### src/rtl/xbar_pkg.sv
// Shared crossbar definitions: payload width/type and the FIFO pointer-width helper.
package xbar_pkg;

    localparam int unsigned XBAR_PLD_W = 4;

    typedef logic [XBAR_PLD_W-1:0] xbar_pld_t;

    // Index bits plus one wrap bit.
    function automatic int unsigned ptr_w(input int unsigned depth);
        return $clog2(depth) + 1;
    endfunction

endpackage

### src/rtl/xbar_fifo_ctrl.sv
// Pointer/occupancy controller for xbar_dst_fifo: wrap-bit pointers, full/empty and the cnt register.
module xbar_fifo_ctrl
    import xbar_pkg::*;
#(
    parameter int unsigned DEPTH = 4,
    parameter int unsigned CNT_W = ptr_w(DEPTH)
) (
    input  logic             clk,
    input  logic             rst_n,
    input  logic             push_i,
    input  logic             pop_i,
    output logic             wr_en_o,
    output logic [CNT_W-2:0] wr_idx_o,
    output logic [CNT_W-2:0] rd_idx_o,
    output logic             empty_o,
    output logic             full_o,
    output logic [CNT_W-1:0] cnt_o
);

    logic [CNT_W-1:0] wptr_q, wptr_d;
    logic [CNT_W-1:0] rptr_q, rptr_d;
    logic [CNT_W-1:0] cnt_q, cnt_d;
    logic             rd_en;

    assign empty_o  = (wptr_q == rptr_q);
    assign full_o   = (wptr_q[CNT_W-2:0] == rptr_q[CNT_W-2:0]) &&
                      (wptr_q[CNT_W-1] != rptr_q[CNT_W-1]);
    assign wr_en_o  = push_i & ~full_o;
    assign rd_en    = pop_i & ~empty_o;
    assign wr_idx_o = wptr_q[CNT_W-2:0];
    assign rd_idx_o = rptr_q[CNT_W-2:0];
    assign cnt_o    = cnt_q;

    always_comb begin
        wptr_d = wptr_q;
        rptr_d = rptr_q;
        cnt_d  = cnt_q;
        if (wr_en_o) wptr_d = wptr_q + CNT_W'(1);
        if (rd_en)   rptr_d = rptr_q + CNT_W'(1);
        case ({wr_en_o, rd_en})
            2'b10:   cnt_d = cnt_q + CNT_W'(1);
            2'b01:   cnt_d = cnt_q - CNT_W'(1);
            default: cnt_d = cnt_q;
        endcase
    end

    always_ff @(posedge clk or negedge rst_n) begin
        if (!rst_n) begin
            wptr_q <= '0;
            rptr_q <= '0;
            cnt_q  <= '0;
        end else begin
            wptr_q <= wptr_d;
            rptr_q <= rptr_d;
            cnt_q  <= cnt_d;
        end
    end

endmodule

### src/rtl/xbar_dst_fifo.sv
// Per-destination crossbar egress FIFO; rdy_src_o depends on registered state only.
// Define XBAR_DST_FIFO_BYPASS_EN for zero-latency cut-through while empty.
module xbar_dst_fifo
    import xbar_pkg::*;
#(
    parameter int unsigned PLD_W = XBAR_PLD_W,
    parameter int unsigned DEPTH = 4,
    parameter int unsigned CNT_W = ptr_w(DEPTH)
) (
    input  logic             clk,
    input  logic             rst_n,
    input  logic             vld_src_i,
    input  logic [PLD_W-1:0] pld_src_i,
    output logic             rdy_src_o,
    output logic             vld_dst_o,
    output logic [PLD_W-1:0] pld_dst_o,
    input  logic             rdy_dst_i,
    output logic [CNT_W-1:0] cnt_o
);

    logic [PLD_W-1:0] mem_q [DEPTH];
    logic             push_req;
    logic             wr_en;
    logic [CNT_W-2:0] wr_idx;
    logic [CNT_W-2:0] rd_idx;
    logic             empty;
    logic             full;

    xbar_fifo_ctrl #(
        .DEPTH (DEPTH),
        .CNT_W (CNT_W)
    ) u_ctrl (
        .clk      (clk),
        .rst_n    (rst_n),
        .push_i   (push_req),
        .pop_i    (rdy_dst_i),
        .wr_en_o  (wr_en),
        .wr_idx_o (wr_idx),
        .rd_idx_o (rd_idx),
        .empty_o  (empty),
        .full_o   (full),
        .cnt_o    (cnt_o)
    );

    assign rdy_src_o = ~full;

    always_comb begin
        push_req  = vld_src_i;
        vld_dst_o = ~empty;
        pld_dst_o = mem_q[rd_idx];
`ifdef XBAR_DST_FIFO_BYPASS_EN
        if (empty) begin
            vld_dst_o = vld_src_i;
            pld_dst_o = pld_src_i;
            // A beat consumed the same cycle it arrives never touches storage.
            push_req  = vld_src_i & ~rdy_dst_i;
        end
`endif
    end

    always_ff @(posedge clk or negedge rst_n) begin
        if (!rst_n) begin
            for (int i = 0; i < int'(DEPTH); i++) mem_q[i] <= '0;
        end else if (wr_en) begin
            mem_q[wr_idx] <= pld_src_i;
        end
    end

endmodule

### config.mk
export PLATFORM = sky130hd
export DESIGN_NAME = xbar_dst_fifo
export DESIGN_NICKNAME = d
export VERILOG_FILES = /design/src/rtl/xbar_pkg.sv /design/src/rtl/xbar_fifo_ctrl.sv /design/src/rtl/xbar_dst_fifo.sv
export SDC_FILE = /design/constraint.sdc
export NUM_CORES = 1
export LEC_CHECK = 0
export ABC_AREA = 1
export CAP_MARGIN = 20
export CORE_MARGIN = 2
export CORE_UTILIZATION = 54
export DETAILED_ROUTE_END_ITERATION = 7
export HOLD_SLACK_MARGIN = 0.05
export PLACE_DENSITY_LB_ADDON = 0.05
export SKIP_CTS_REPAIR_TIMING = 1
export SLEW_MARGIN = 25
export SYNTH_ARGS = -nofsm -noshare
export SYNTH_HDL_FRONTEND = slang
export SYNTH_SLANG_ARGS = --single-unit
### constraint.sdc
create_clock -name clk -period 2.1 [get_ports clk]
set_input_delay 0.42 -clock clk [delete_from_list [all_inputs] [get_ports clk]]
set_output_delay 0.42 -clock clk [all_outputs]
set_load 0.005 [all_outputs]
==> reports/qor.yml <==
status: "finished with violations"
violations: "negative setup slack"
finalWirelength_um: 3039
ys.warnings.count: 0
syn_area_sq_um: 1379
pwr-share-comb_pct: 56.5
fin_crit_ps: 2121
p_sw_share_pct: 42.95
vdd_drop_max_uv: 1041
drt_first_pass_iters: 4
power.internal_mw: 1.472
ios: 17
syn_to_final_growth_pct: 21.87
grt_max_degree: 26
pwr-share-clk_pct: 8.6
clkLatencyLatePin_ps: 330
synth-seq-cells: 25
grt_pass1_vias: 1145
clkTransAtPathRegs_ps: 140
wl_per_cell_um: 14.07
drive_gt1_share_pct: 20.43
synthXorXnorAreaFrac_pct: 1.906
synthAdderAreaFrac_pct: 6.897
slew_viol_final: 0
worstPathMaxFanout: 9
tightest_slew_ps: 324.1
die_w_um: 54.53
n_antenna_cell: 0
dp_hpwl_um: 2234
finalSetupViolCount: 1
cp_num_buf_inv: 3
fmax_mhz: 471.4
cellLeakagePower_nw: 0.8673
final_cell_mix: "nand2_1, dfrtp_1, nand4_1"
antenna_found_initial: 0
antenna_left: 0
synthCells: 158
synth_compound_area_share_pct: 5.808
synth_cell_type_count: 20
cpLargestDelayFamily: "buffers and inverters"
die_area_sq_um: 2974
syn_area_per_cell_sq_um: 8.727
layout_commonest_cell: "nand2_1"
cts_buffer_depth: 2
tritoncts: "built"
cp_num_cells: 5
arrival_ps: 1700
multi_input_area_sq_um: 673.1
cts_max_level: 1
slew_headroom_pct: 78.39
gp_congestion: 0.7945
dp_slack_ps: -41.19
initial_core_util_pct: 56.17
worst_slack_ps: -21.21
r2r_cells: 11
switchingPower_mw: 1.108
nNetsFinal: 202
avgViaCountPerCell: 5.458
rsz0062_at_grt: "true"
final_util_pct: 68.45
rows: 18
crit_chain: "inv_2 -> buf_4 -> o21ai_0 -> o22ai_1 -> clkdlybuf4s50_1"
vias: 1179
final_cells: 216
final.fill_count: 204
clock_skew_ps: 9.332
synthSimpleGateAreaFrac_pct: 33.85
finalInstanceArea_sq_um: 1680
r2r_slack_ps: 150
grt_overflow: 0
p_total_mw: 2.580
cp-end-kind: "output pin"
powerDensity_nw_per_um2: 1535
hold_viol: 0
syn-num-nets: 173
postPlaceCellArea_sq_um: 1615
core_area_sq_um: 2455
maxCapViolations: 0
cts_sinks: 25
slowest_stage: "clkdlybuf4s50_1"
synthMuxAreaShare_pct: 0
root_buffer: "clkbuf_4"
portBuffers: 16
grt_pass1_wl_um: 5050
fp.dieH_um: 54.53
seqPwrFrac_pct: 34.8
cp.required_ps: 1680
seqCellArea_sq_um: 628.1
cpPeakStageDelay_ps: 510
critical_path_class: "flop to output pin"
placed_cells: 210
drtIter0Drc: 35
yosysSeqAreaShare_pct: 45.37
cts_buffers: 3
track_usage_pct: 23.85
holdCritPathClass: "primary input to asynchronous set/reset pin"
synth_top_family_by_area: "simple AND/OR/NAND/NOR gates"
layout_worst_path_cycle_share_pct: 101.0
cp-start-kind: "flop"
drc: 0
-- area by class of cell --
class / instances / share of cell area, %
clock inverter: 1 / 0.2978
sequential: 25 / 37.38
tap: 30 / 2.234
multi-input combinational: 117 / 40.06
inverter: 11 / 2.606
timing repair buffer: 29 / 16.08
clock buffer: 3 / 1.340
-- layer usage --
layer | vias to the layer above | track usage (%) | share of wire, %
li1 | 590 | - | -
met1 | 550 | 32.75 | 47
met2 | 34 | 39.56 | 48
met3 | 5 | 3.279 | 3.9
met4 | 0 | 6.250 | 1.3
met5 | - | 0 | 0
-- cell usage after synthesis --
cell,count,area [sq um]
buf_6,3,33.78
ha_1,6,75.07
buf_2,2,10.01
o22ai_1,4,25.02
nand3_4,1,17.52
a21oi_1,1,5.000
nand3_2,4,40.04
xnor2_1,2,17.52
inv_2,4,15.01
o21ai_0,10,50.05
xor2_1,1,8.760
fa_1,1,20.02
dfrtp_1,25,625.6
nand2_2,4,25.02
nor2_1,8,30.03
nand2_4,3,33.78
nand2_1,49,183.9
inv_1,7,26.28
nand3_1,6,30.03
nand4_1,17,106.4
-- metrics by stage --
stage | setup TNS, ps | hold WS, ps
floorplan | 0 | 124.4
global route | -117.6 | 471.9
CTS | -521.1 | 452.3
finish | -21.21 | 440.9
global placement | 0 | 449.2
detailed placement | -41.19 | 458.5
-- registers in the layout, indices dropped and copies added (netlist names) --
name	cells
u_ctrl.rptr_q	3
u_ctrl.wptr_q	3
mem_q	16
u_ctrl.cnt_o	3
-- power by group through the flow --
| stage | Combinational (mW) | Sequential (mW) | Clock [mW] |
|---|---|---|---|
| CTS | 1.45 | 0.886 | 0.226 |
| detailed placement | 1.44 | 0.897 | 0 |
| finish | 1.46 | 0.898 | 0.223 |
| floorplan | 0.937 | 0.859 | 0 |
| global placement | 1.39 | 0.883 | 0 |
| global route | 1.65 | 0.923 | 0.247 |
-- kinds of logic after synthesis --
group / count (synthesis)
compound gates: 15
xor+xnor: 3
fa+ha+maj: 7
buf+inv: 16
flops: 25
simple gates: 92
-- worst paths after layout --
path / to / start
min in group clk: mem_q[6] / mem_q[6]
min reg2reg: mem_q[6] / mem_q[6]
min: mem_q[0] / rst_n
max in group asynchronous: u_ctrl.rptr_q[2] / rst_n
max: pld_dst_o[1] / u_ctrl.rptr_q[0]
max reg2reg: u_ctrl.cnt_o[2] / u_ctrl.wptr_q[0]
No activity file was read; power rests on OpenSTA's default activity.
==> edit: new RTL, same settings <==
Set the package constant `XBAR_PLD_W` to 6 (it was 4).
--- a/src/rtl/xbar_pkg.sv
+++ b/src/rtl/xbar_pkg.sv
@@ -2,5 +2,5 @@
 package xbar_pkg;
 
-    localparam int unsigned XBAR_PLD_W = 4;
+    localparam int unsigned XBAR_PLD_W = 6;
 
     typedef logic [XBAR_PLD_W-1:0] xbar_pld_t;
Interface: changed (resized pld_dst_o and pld_src_i); port bits go from 17 to 21. No check against the original RTL was run, so the function may have changed too.
==> edit against the original RTL <==
Area after synthesis grew 25%; power grew 29%; die area grew 23%; sequential cell count grew 8; final area grew 28%; worst setup slack gained 0.18 ns; combinational power grew 26%; highest routed layer unchanged; wire length grew 36%.
==> edit: results (changes against the original RTL) <==
yosys:
  synth_common_cells: "nand2_1 (69), dfrtp_1 (33), nand4_1 (25)"  # was nand2_1 (49), dfrtp_1 (25), nand4_1 (17)
  synth_area_leaders: "dfrtp_1 (48%), nand2_1 (15%), nand4_1 (9.1%)"  # was dfrtp_1 (45%), nand2_1 (13%), nand4_1 (7.7%)
  seq_area_frac_synth: 0.481  # was 0.454
  ys_types: 22  # was 20
  synthXorXnorAreaFrac: 0.0153  # was 0.0191
  synth-compound-area-share: 0.0656  # was 0.0581
  syn_area_per_cell_um2: 8.41  # was 8.73 µm²
  syn_nets: 221  # was 173
sta:
  tightest_slew_ns: 0.427  # was 0.324 ns
  finalClockSkew_ns: 0.0153  # was 0.00933 ns
detailed_routing:
  wl_um: 4130  # was 3040 µm
  drtIter0Drc: 127  # was 35
  via_per_inst: 5.39  # was 5.46
global_routing:
  grt_max_degree: 34  # was 26
  grt_pass1_wl_um: 6640  # was 5050 µm
  grt_use_total: 0.250  # was 0.239
  grt_pass1_vias: 1389  # was 1,145
clock_network:
  htree_levels: 2  # was 1
  clk_latency_ns: 0.35  # was 0.33 ns
  cts_buffers: 5  # was 3
finish:
  drive_above_1_share: 0.166  # was 0.204
  final_nets: 257  # was 202
  largest_register_ffs: 24  # was 16
pwr:
  vdd_drop_max_uv: 929  # was 1040 µV
  swShare: 0.421  # was 0.430
outcome:
  outcome: "complete, no violations"  # was finished with violations
worst_setup_path:
  crit_end: "u_ctrl.cnt_o[2]"  # was pld_dst_o[1]
  r2r-start: "u_ctrl.rptr_q[2]"  # was u_ctrl.wptr_q[0]
  r2r_cells: 12  # was 11
  cp_max_fo: 4  # was 9
  cp.arrival_ns: 2.20  # was 1.70 ns
placement:
  io_buffers: 20  # was 16
  postPlaceCellArea_um2: 2010  # was 1620 µm²
  dpl.cell_count: 271  # was 210
-- edit: cell types whose count changed after synthesis, moves of 3 or more --
cell      before  now
nand3_2        4    1
nand2_1       49   69
dfrtp_1       25   33
o21ai_0       10   14
clkbuf_1       0    4
nand2_4        3    0
nand4_1       17   25
nor2_1         8   12
-- edit: per-layer routing --
layer,GRT usage,up-vias,part of all wire
met2,0.366,44,0.47
met1,0.360,720,0.45
li1,-,764,-
met3,0.0533,7,0.060
met5,0,-,0
met4,0.105,0,0.014
-- edit: worst min path at each step --
stage / from / to / slack, ns / depth (start not counted)
2_1_floorplan: rst_n / mem_q[0] / 0.12 / 0
3_3_place_gp: mem_q[11] / mem_q[11] / 0.45 / 2
3_5_place_dp: mem_q[22] / mem_q[22] / 0.46 / 2
4_1_cts: rst_n / mem_q[5] / 0.47 / 2
5_1_grt: mem_q[7] / mem_q[7] / 0.49 / 2
6_report: rst_n / mem_q[11] / 0.46 / 2
-- edit: final cells by class --
type                       count  area (µm²)
sequential                    33         827
tap                           44        55.1
clock inverter                 2        10.0
timing repair buffer          38         363
fill                         248         881
inverter                      11        41.3
clock buffer                   6        41.3
multi-input combinational    151         810
-- edit: logic make-up (layout without fill, tap and decap cells) --
group                    Yosys count  in the layout
AO/OA/AOI/OAI                     21             21
buffers and inverters             20             57
XOR/XNOR                           3              3
AND/OR/NAND/NOR                  120            120
flip-flops                        33             33
adder cells (fa/ha/maj)            7              7
-- edit: worst max-delay path, stage by stage (launching register included) --
cell	delay [ns]
dfrtp_1	0.42
inv_1	0.07
nand2_1	0.05
nand2_2	0.08
buf_4	0.12
nand3_4	0.08
nand2_2	0.08
ha_1	0.14
inv_1	0.06
fa_2	0.35
a21oi_2	0.12
o21ai_1	0.09
xnor2_1	0.18
-- edit: per-stage QoR --
stage          hold WS, ns  TNS, ns  setup slack [ns]
2_1_floorplan        0.124        0            0.0825
3_3_place_gp         0.449        0           0.00714
3_5_place_dp         0.460  -0.0412           -0.0412
4_1_cts              0.470   -0.792            -0.145
5_1_grt              0.494        0            0.0448
6_report             0.461        0             0.162
-- edit: power groups by stage --
stage	registers (mW)	logic [mW]	clock network [mW]
floorplan	1.11	1.06	0
global placement	1.14	1.69	0
detailed placement	1.16	1.74	0
CTS	1.14	1.74	0.352
global route	1.18	2.06	0.385
finish	1.15	1.84	0.345
